**src/rtl/sweeper_pkg.sv**
```systemverilog
// Shared types and reference function for the AND/NAND truth-table sweeper.
package sweeper_pkg;

    typedef enum logic [1:0] {
        StIdle,
        StSettle,
        StSample,
        StDone
    } state_e;

    // Expected AND of the low n bits of v: true only when all of them are set.
    function automatic logic exp_and(input logic [31:0] v, input int unsigned n);
        logic [31:0] mask;
        mask = (n >= 32) ? '1 : ((32'd1 << n) - 32'd1);
        return (v & mask) == mask;
    endfunction

endpackage

```
**src/rtl/sat_counter.sv**
```systemverilog
// Saturating up-counter with synchronous clear; clear wins over increment.
module sat_counter #(
    parameter int unsigned Width = 8
) (
    input  logic             clk,
    input  logic             rst_n,
    input  logic             clr,
    input  logic             inc,
    output logic [Width-1:0] count
);

    always_ff @(posedge clk or negedge rst_n) begin
        if (!rst_n) begin
            count <= '0;
        end else if (clr) begin
            count <= '0;
        end else if (inc && (count != '1)) begin
            count <= count + 1'b1;
        end
    end

endmodule

```
**src/rtl/truth_table_sweeper.sv**
```systemverilog
// Drives every input vector onto a two-input AND/NAND gate, samples it after a settle
// time and reports error count, first failing vector and pass/fail.
module truth_table_sweeper
    import sweeper_pkg::*;
#(
    parameter int unsigned N_IN   = 2,
    parameter int unsigned SETTLE = 1,
    parameter int unsigned ERR_W  = 8
) (
    input  logic             clk,
    input  logic             rst_n,
    input  logic             start,
    output logic [N_IN-1:0]  stim,
    input  logic             dut_and,
    input  logic             dut_nand,
    output logic             busy,
    output logic             sample_valid,
    output logic             done,
    output logic             pass,
    output logic [ERR_W-1:0] err_count,
    output logic             first_fail_valid,
    output logic [N_IN-1:0]  first_fail_vec
);

    localparam int unsigned CntW = (SETTLE > 1) ? $clog2(SETTLE) : 1;

    state_e          state_q, state_d;
    logic [CntW-1:0] settle_cnt;
    logic            exp_a;
    logic            mismatch;
    logic            last_vec;
    logic            accept;

    always_comb begin
        exp_a    = exp_and(32'(stim), N_IN);
        // Case inequality so X/Z from the gate counts as a mismatch.
        mismatch = (dut_and !== exp_a) || (dut_nand !== ~exp_a);
        last_vec = (stim == '1);
        accept   = (state_q == StIdle) && start;
        sample_valid = (state_q == StSample);
    end

    always_comb begin
        state_d = state_q;
        unique case (state_q)
            StIdle:   if (start) state_d = StSettle;
            StSettle: if (settle_cnt == CntW'(SETTLE - 1)) state_d = StSample;
            StSample: state_d = last_vec ? StDone : StSettle;
            StDone:   state_d = StIdle;
            default:  state_d = StIdle;
        endcase
    end

    always_ff @(posedge clk or negedge rst_n) begin
        if (!rst_n) begin
            state_q          <= StIdle;
            stim             <= '0;
            settle_cnt       <= '0;
            busy             <= 1'b0;
            done             <= 1'b0;
            pass             <= 1'b0;
            first_fail_valid <= 1'b0;
            first_fail_vec   <= '0;
        end else begin
            state_q <= state_d;
            done    <= 1'b0;
            unique case (state_q)
                StIdle: begin
                    if (start) begin
                        stim             <= '0;
                        settle_cnt       <= '0;
                        first_fail_valid <= 1'b0;
                        busy             <= 1'b1;
                        pass             <= 1'b0;
                    end
                end
                StSettle: settle_cnt <= settle_cnt + 1'b1;
                StSample: begin
                    if (mismatch && !first_fail_valid) begin
                        first_fail_vec   <= stim;
                        first_fail_valid <= 1'b1;
                    end
                    if (!last_vec) begin
                        stim       <= stim + 1'b1;
                        settle_cnt <= '0;
                    end
                end
                StDone: begin
                    // err_count already includes the final sample by this edge.
                    done <= 1'b1;
                    pass <= (err_count == '0);
                    busy <= 1'b0;
                end
                default: ;
            endcase
        end
    end

    sat_counter #(
        .Width(ERR_W)
    ) u_err_cnt (
        .clk  (clk),
        .rst_n(rst_n),
        .clr  (accept),
        .inc  (sample_valid && mismatch),
        .count(err_count)
    );

endmodule

```
**config.mk**
```make
export PLATFORM = sky130hd
export DESIGN_NAME = truth_table_sweeper
export DESIGN_NICKNAME = d
export VERILOG_FILES = /design/src/rtl/sweeper_pkg.sv /design/src/rtl/sat_counter.sv /design/src/rtl/truth_table_sweeper.sv
export SDC_FILE = /design/constraint.sdc
export NUM_CORES = 1
export LEC_CHECK = 0
export CELL_PAD_IN_SITES_DETAIL_PLACEMENT = 0
export CELL_PAD_IN_SITES_GLOBAL_PLACEMENT = 1
export CORE_MARGIN = 4
export CORE_UTILIZATION = 30
export DETAILED_ROUTE_END_ITERATION = 10
export GPL_TIMING_DRIVEN = 1
export PLACE_DENSITY_LB_ADDON = 0.12
export RECOVER_POWER = 50
export SYNTH_ARGS = -nofsm -noshare
export SYNTH_HDL_FRONTEND = slang
export SYNTH_SLANG_ARGS = --single-unit
```
**constraint.sdc**
```tcl
create_clock -name clk -period 2.2 [get_ports clk]
set_input_delay 0.33 -clock clk [delete_from_list [all_inputs] [get_ports clk]]
set_output_delay 0.33 -clock clk [all_outputs]
set_load 0.02 [all_outputs]
```
==> metrics.csv, run 1 <==
stage,metric,value,unit
worst_hold_path,hold_sp,busy$_DFFE_PN0P_,
global_routing,remaining global-route overflow,0,
critical_path,family with the most delay on the worst path,buffers and inverters,
cts,clock sink count,19,
power_and_ir_drop,clock network fraction of total power,0.128,
synth,Cells after Synth,98,
routing,drt pass-1 iters,4,
synth,Syn Nets,106,
global_routing,first-pass GRT wire length,3880,microns
sta,setup TNS,0,ps
cts,hold-fix buffer count after cts,0,
placed_design,dpl cells,165,
placed_design,Detail Placement HPWL,1770,microns
cts,cts bufs inserted,3,
sta,fin crit period,1970,ps
layout,Final #Nets,132,
cts,worst skew pair latency,300,ps
layout,most frequent cells in the layout,"clkdlybuf4s50_1, dfrtp_1, nand2_1, nor3_1, nor2_1",
synth,Post-synth EDFFs,0,
floorplanning,Core Box Area,0.00336,sq mm
routing,vias,814,
layout,Final Non-Filler Cells,169,
status,status,"finished, final reports clean",
cts,CTS tree,built,
cts,buffer depth of the longest clock path,2,
sta,WHS,504,ps
placed_design,"worst slack, placed",351,ps
critical_path,CP peak stage delay,630,ps
global_routing,largest net degree at the start of global routing,20,
critical_path,Critical Path RT,1870,ps
placed_design,I/O Buffers,21,
floorplanning,die width,67.1,microns
sta,fmax,508,MHz
cts,"Setup Fix Bufs, Post-CTS",0,
layout,Area Growth Syn to Fin,27.1,%
cts,Post-CTS Resized,0,
global_routing,initial antenna violation count,0,
power_and_ir_drop,logic gate share of total power,0.475,
synth,sequential area share after synthesis,0.454,
critical_path,crit path max-delay cell type,clkdlybuf4s50_1,
sta,Worst-Margin Slew,1080,ps
placed_design,Placer Congestion,0.767,
synth,Synth async-reset ratio,1.00,
routing,initial drt markers,59,
cts,H-tree lvl count,1,
power_and_ir_drop,Int Pwr,0.851,mW
routing,Vias/cell,4.82,
floorplanning,Top Ports,22,
power_and_ir_drop,Peak supply drop,461,uV
synth,"Top FF cell, synth",dfrtp_1,
synth,Synth cell types,38,
power_and_ir_drop,Pwr Total,1.41,mW
layout,ANT cells,0,
synth,synth warn,0,
sta,Slew Limit Fails,0,
routing,DRT antenna net count,0,
synth,syn avg cell area,10.7,sq um
floorplanning,Die Y-Extent,67.1,microns
sta,RSZ-0062 raised after global routing,false,
critical_path,CP cell instances,"nor2b_4, clkdlybuf4s50_1",
critical_path,Worst Setup Start Kind,register,
sta,Fin. Hold Viols,0,
critical_path,crit path kind,reg2out,
synth,Yosys reg bits,19,
floorplanning,Initial Util,0.311,
critical_path,Critical Path Start,state_q[0]$_DFFE_PN0P_,
sta,fin crit share,0.895,
worst_hold_path,worst min path class,reg2reg,
critical_path,Crit. End Element,primary output,
routing,DRC viols,0,
sta,worst-case headroom to the max-slew limit,0.282,
cts,clk slew on worst S/H paths,110,ps
global_routing,Total GRT Usage,0.116,
critical_path,Worst EP arrival,1640,ps
synth,synthesized area,0.00105,sq mm
layout,fraction of layout cells with a size suffix above 1,0.154,
power_and_ir_drop,Flop pwr share,0.398,
layout,# fillers,364,
cts,root buffer cell,clkbuf_4,
floorplanning,# rows,21,
power_and_ir_drop,switch share,0.397,
layout,"most common cell after layout, fill and taps aside",clkdlybuf4s50_1,
routing,overall routed net length,2370,microns
critical_path,crit-path max FO,9,
floorplanning,die footprint,0.00450,sq mm
critical_path,"Buf+Inv Stages, Crit Path",1,
power_and_ir_drop,Psw,0.561,mW
routing,Routed WL per cell,14.0,microns
critical_path,Critical R2R Launch,stim[0]$_DFFE_PN0P_,
global_routing,vias in the first global route,793,
power_and_ir_drop,power per standard cell area,1060,mW/mm^2
run,Max Cap Violations,0,
sta,post-route setup slack,230,ps
sta,Clock Skews,5.24,ps
sta,"Setup violations, final",0,
power_and_ir_drop,P_leak,0.564,nW
[logic make-up after synthesis]
group           synth area share
simple gates               0.290
flops                      0.454
compound gates             0.109
mux                       0.0824
buf+inv                   0.0287
fa+ha+maj                 0.0358
[worst reg2reg max path, delay by kind of cell, from the launching register on]
| kind | cells | cell delay (ps) |
|---|---|---|
| AND/OR/NAND/NOR | 3 | 640 |
| multiplexers | 1 | 290 |
| flip-flops | 1 | 450 |
| adder cells (fa/ha/maj) | 1 | 290 |
[layer usage]
| metal | vias up | part of all wire | global-route usage |
|---|---|---|---|
| met3 | 2 | 0.032 | 0.0219 |
| li1 | 407 | - | - |
| met5 | - | 0 | 0 |
| met4 | 0 | 0.0059 | 0.0456 |
| met1 | 392 | 0.50 | 0.164 |
| met2 | 13 | 0.46 | 0.171 |
[registers in the layout (all words and copies together) (netlist names)]
name,cells
first_fail_valid,1
u_err_cnt.count,8
pass,1
busy,1
done,1
first_fail_vec,2
settle_cnt,1
stim,2
state_q,2
[Yosys cell counts, types with 2 or more instances]
library cell | number | area (sq um)
nor3_1 | 7 | 35.0
mux2_4 | 3 | 45.0
nand2b_1 | 2 | 12.5
inv_1 | 3 | 11.3
nor2_4 | 2 | 22.5
mux2i_1 | 3 | 30.0
dfrtp_1 | 19 | 475
nand3_1 | 3 | 15.0
ha_1 | 3 | 37.5
a22o_1 | 2 | 17.5
nor2_1 | 6 | 22.5
o21ai_0 | 3 | 15.0
nand2_1 | 13 | 48.8
nand4_1 | 2 | 12.5
nor4_1 | 2 | 12.5
a21oi_1 | 3 | 15.0
[power groups by stage]
stage	clock, mW	sequential [mW]	combinational [mW]
6_report	0.181	0.562	0.670
5_1_grt	0.205	0.581	0.730
4_1_cts	0.191	0.564	0.688
3_5_place_dp	0	0.571	0.684
3_3_place_gp	0	0.564	0.679
2_1_floorplan	0	0.622	0.383
[cell type report]
cell class                 instances  area [sq um]  share of cell area
multi-input combinational         74           542               0.407
sequential                        19           475               0.357
timing repair buffer              23           218               0.164
tap                               46          57.6              0.0432
clock buffer                       3          22.5              0.0169
inverter                           3          11.3             0.00846
clock inverter                     1          5.00             0.00376
[final timing paths]
check	to	slack, ps	depth (start not counted)
max in group asynchronous	settle_cnt$_DFFE_PN0P_	820	2
min in group asynchronous	u_err_cnt.count[6]$_DFFE_PN0P_	740	2
setup / recovery	sample_valid	230	2
hold reg to reg	busy$_DFFE_PN0P_	500	2
hold / removal	busy$_DFFE_PN0P_	500	2
setup reg to reg	first_fail_vec[1]$_DFFE_PN0P_	440	5
[through the flow]
| step | utilization | area (sq um) |
|---|---|---|
| global placement | 0.390 | 1310 |
| detailed placement | 0.390 | 1310 |
| CTS | 0.398 | 1340 |
| global route | 0.396 | 1330 |
| floorplan | - | 1050 |
| finish | 0.396 | 1330 |
(Power assumes the default switching activity.)
==> run 2, diff against run 1 <==
Settings changed: RECOVER_POWER 50 to 25.
==> run 2 against run 1 <==
Fmax barely moved. Register-to-register slack barely moved. Non-clock buffer count did not move. First-iteration DRC count fell by 12%. Die area did not move. Total power rose by 0.43%. Worst setup slack got worse by 0.60 ps. Sequential share of layout area fell by 0.10 points. Sequential power barely moved. Critical endpoint unchanged. Largest cell class unchanged. Highest routed layer unchanged.
==> metrics.csv, run 2 (same netlist as run 1, synthesis figures left out) <==
stage,metric,value,unit
layout,Final Non-Filler Cells,169,
worst_hold_path,worst min path class,reg2reg,
layout,post-route cell area,0.00134,sq mm
critical_path,CP peak stage delay,630,ps
routing,DRC viols,0,
layout,Largest register FFs,8,
layout,"most common cell after layout, fill and taps aside",clkdlybuf4s50_1,
cts,Post-CTS Resized,0,
power_and_ir_drop,Psw,0.561,mW
critical_path,crit path kind,reg2out,
cts,"Setup Fix Bufs, Post-CTS",0,
global_routing,vias in the first global route,793,
global_routing,Total GRT Usage,0.116,
routing,DR WL met2,1090,microns
critical_path,Critical R2R Launch,stim[0]$_DFFE_PN0P_,
routing,drt pass-1 iters,4,
global_routing,largest net degree at the start of global routing,20,
layout,most frequent cells in the layout,"clkdlybuf4s50_1, dfrtp_1, nand2_1, nor3_1, nor2_1",
sta,"Setup violations, final",0,
cts,worst skew pair latency,300,ps
placed_design,Detail Placement HPWL,1770,microns
sta,fin crit period,1970,ps
cts,clock sink count,19,
critical_path,Worst Setup Start Kind,register,
routing,met1 wire length,1190,microns
global_routing,remaining global-route overflow,0,
critical_path,Worst EP arrival,1640,ps
critical_path,Critical Path RT,1870,ps
global_routing,initial antenna violation count,0,
floorplanning,die footprint,0.00450,sq mm
routing,Top Metal Used,met4,
routing,met3 WL,77,microns
critical_path,Setup crit end,sample_valid,
status,status,"finished, final reports clean",
routing,Vias/cell,4.80,
placed_design,dpl cells,165,
floorplanning,# rows,21,
layout,fraction of layout cells with a size suffix above 1,0.163,
critical_path,crit path max-delay cell type,clkdlybuf4s50_1,
critical_path,Critical Path Start,state_q[0]$_DFFE_PN0P_,
placed_design,Placer Congestion,0.767,
power_and_ir_drop,clock network fraction of total power,0.127,
power_and_ir_drop,power per standard cell area,1060,mW/mm^2
layout,final core utilization,0.397,
routing,initial drt markers,52,
layout,Area Growth Syn to Fin,27.5,%
cts,CTS tree,built,
cts,root buffer cell,clkbuf_4,
sta,Clock Skews,5.28,ps
routing,DRT antenna net count,0,
sta,setup TNS,0,ps
cts,H-tree lvl count,1,
layout,ANT cells,0,
power_and_ir_drop,logic gate share of total power,0.477,
power_and_ir_drop,P_leak,0.568,nW
power_and_ir_drop,Peak supply drop,465,uV
cts,cts bufs inserted,3,
floorplanning,Die Y-Extent,67.1,microns
placed_design,I/O Buffers,21,
power_and_ir_drop,Pwr Total,1.42,mW
floorplanning,die width,67.1,microns
sta,Slew Limit Fails,0,
sta,worst-case headroom to the max-slew limit,0.283,
layout,Multi-input gate area,542,sq um
layout,FF/Latch Area,475,sq um
layout,largest register by flop count,u_err_cnt.count,
critical_path,FF-to-FF End,first_fail_vec[1]$_DFFE_PN0P_,
routing,vias,811,
power_and_ir_drop,Flop pwr share,0.396,
floorplanning,Top Ports,22,
cts,clk slew on worst S/H paths,110,ps
sta,Worst-Margin Slew,1080,ps
sta,fin crit share,0.896,
global_routing,first-pass GRT wire length,3880,microns
run,Max Cap Violations,0,
critical_path,Crit. End Element,primary output,
layout,Final #Nets,132,
power_and_ir_drop,Int Pwr,0.858,mW
floorplanning,Initial Util,0.311,
routing,overall routed net length,2370,microns
critical_path,R2R cell count,5,
critical_path,CP cell instances,"nor2b_4, clkdlybuf4s50_1",
placed_design,Post-DP Area,0.00131,sq mm
critical_path,reg2reg setup slack,440,ps
cts,hold-fix buffer count after cts,0,
power_and_ir_drop,switch share,0.395,
sta,fmax,508,MHz
critical_path,crit-path max FO,9,
sta,RSZ-0062 raised after global routing,false,
routing,Routed WL per cell,14.0,microns
floorplanning,Core Box Area,0.00336,sq mm
sta,Fin. Hold Viols,0,
layout,# fillers,364,
cts,buffer depth of the longest clock path,2,
-- run 2: changes by cell type in the layout (fill, tap and decap cells not counted), sizes merged --
cell,previous run,this run
clkbuf,5,4
buf,0,1
-- run 2: stage by stage --
stage                     setup slack (ps)  hold WS, ps
final                                  230          504
after global routing                   137          539
after CTS                              210          366
after detailed placement               351          484
after global placement                 370          464
after floorplan                        439         34.4
-- run 2: critical path, delay by kind of cell (launching register included) --
kind,cells,cell delay (ps)
buffers and inverters,1,630
AND/OR/NAND/NOR,1,210
flip-flops,1,510
-- run 2: worst min path at each step --
stage | to | start | slack [ps] | cells after the start
2_1_floorplan | busy$_DFFE_PN0P_ | rst_n | 30 | 0
3_3_place_gp | busy$_DFFE_PN0P_ | busy$_DFFE_PN0P_ | 460 | 2
3_5_place_dp | busy$_DFFE_PN0P_ | busy$_DFFE_PN0P_ | 480 | 2
4_1_cts | u_err_cnt.count[6]$_DFFE_PN0P_ | rst_n | 370 | 2
5_1_grt | busy$_DFFE_PN0P_ | busy$_DFFE_PN0P_ | 540 | 2
6_report | busy$_DFFE_PN0P_ | busy$_DFFE_PN0P_ | 500 | 2
-- run 2: layer usage --
layer  vias to the layer above  track usage
li1                        408            -
met1                       388        0.164
met2                        13        0.171
met3                         2       0.0219
met4                         0       0.0456
met5                         -            0
-- run 2: power by group through the flow --
stage          registers [mW]  logic [mW]  clock network, mW
3_3_place_gp            0.564       0.679                  0
6_report                0.562       0.676              0.180
4_1_cts                 0.564       0.688              0.191
2_1_floorplan           0.622       0.383                  0
5_1_grt                 0.581       0.736              0.205
3_5_place_dp            0.571       0.684                  0
-- run 2: final cells by class --
type / count / share of cell area
clock buffer: 3 / 0.0169
clock inverter: 1 / 0.00375
inverter: 3 / 0.00843
multi-input combinational: 74 / 0.406
sequential: 19 / 0.356
tap: 46 / 0.0431
timing repair buffer: 23 / 0.166
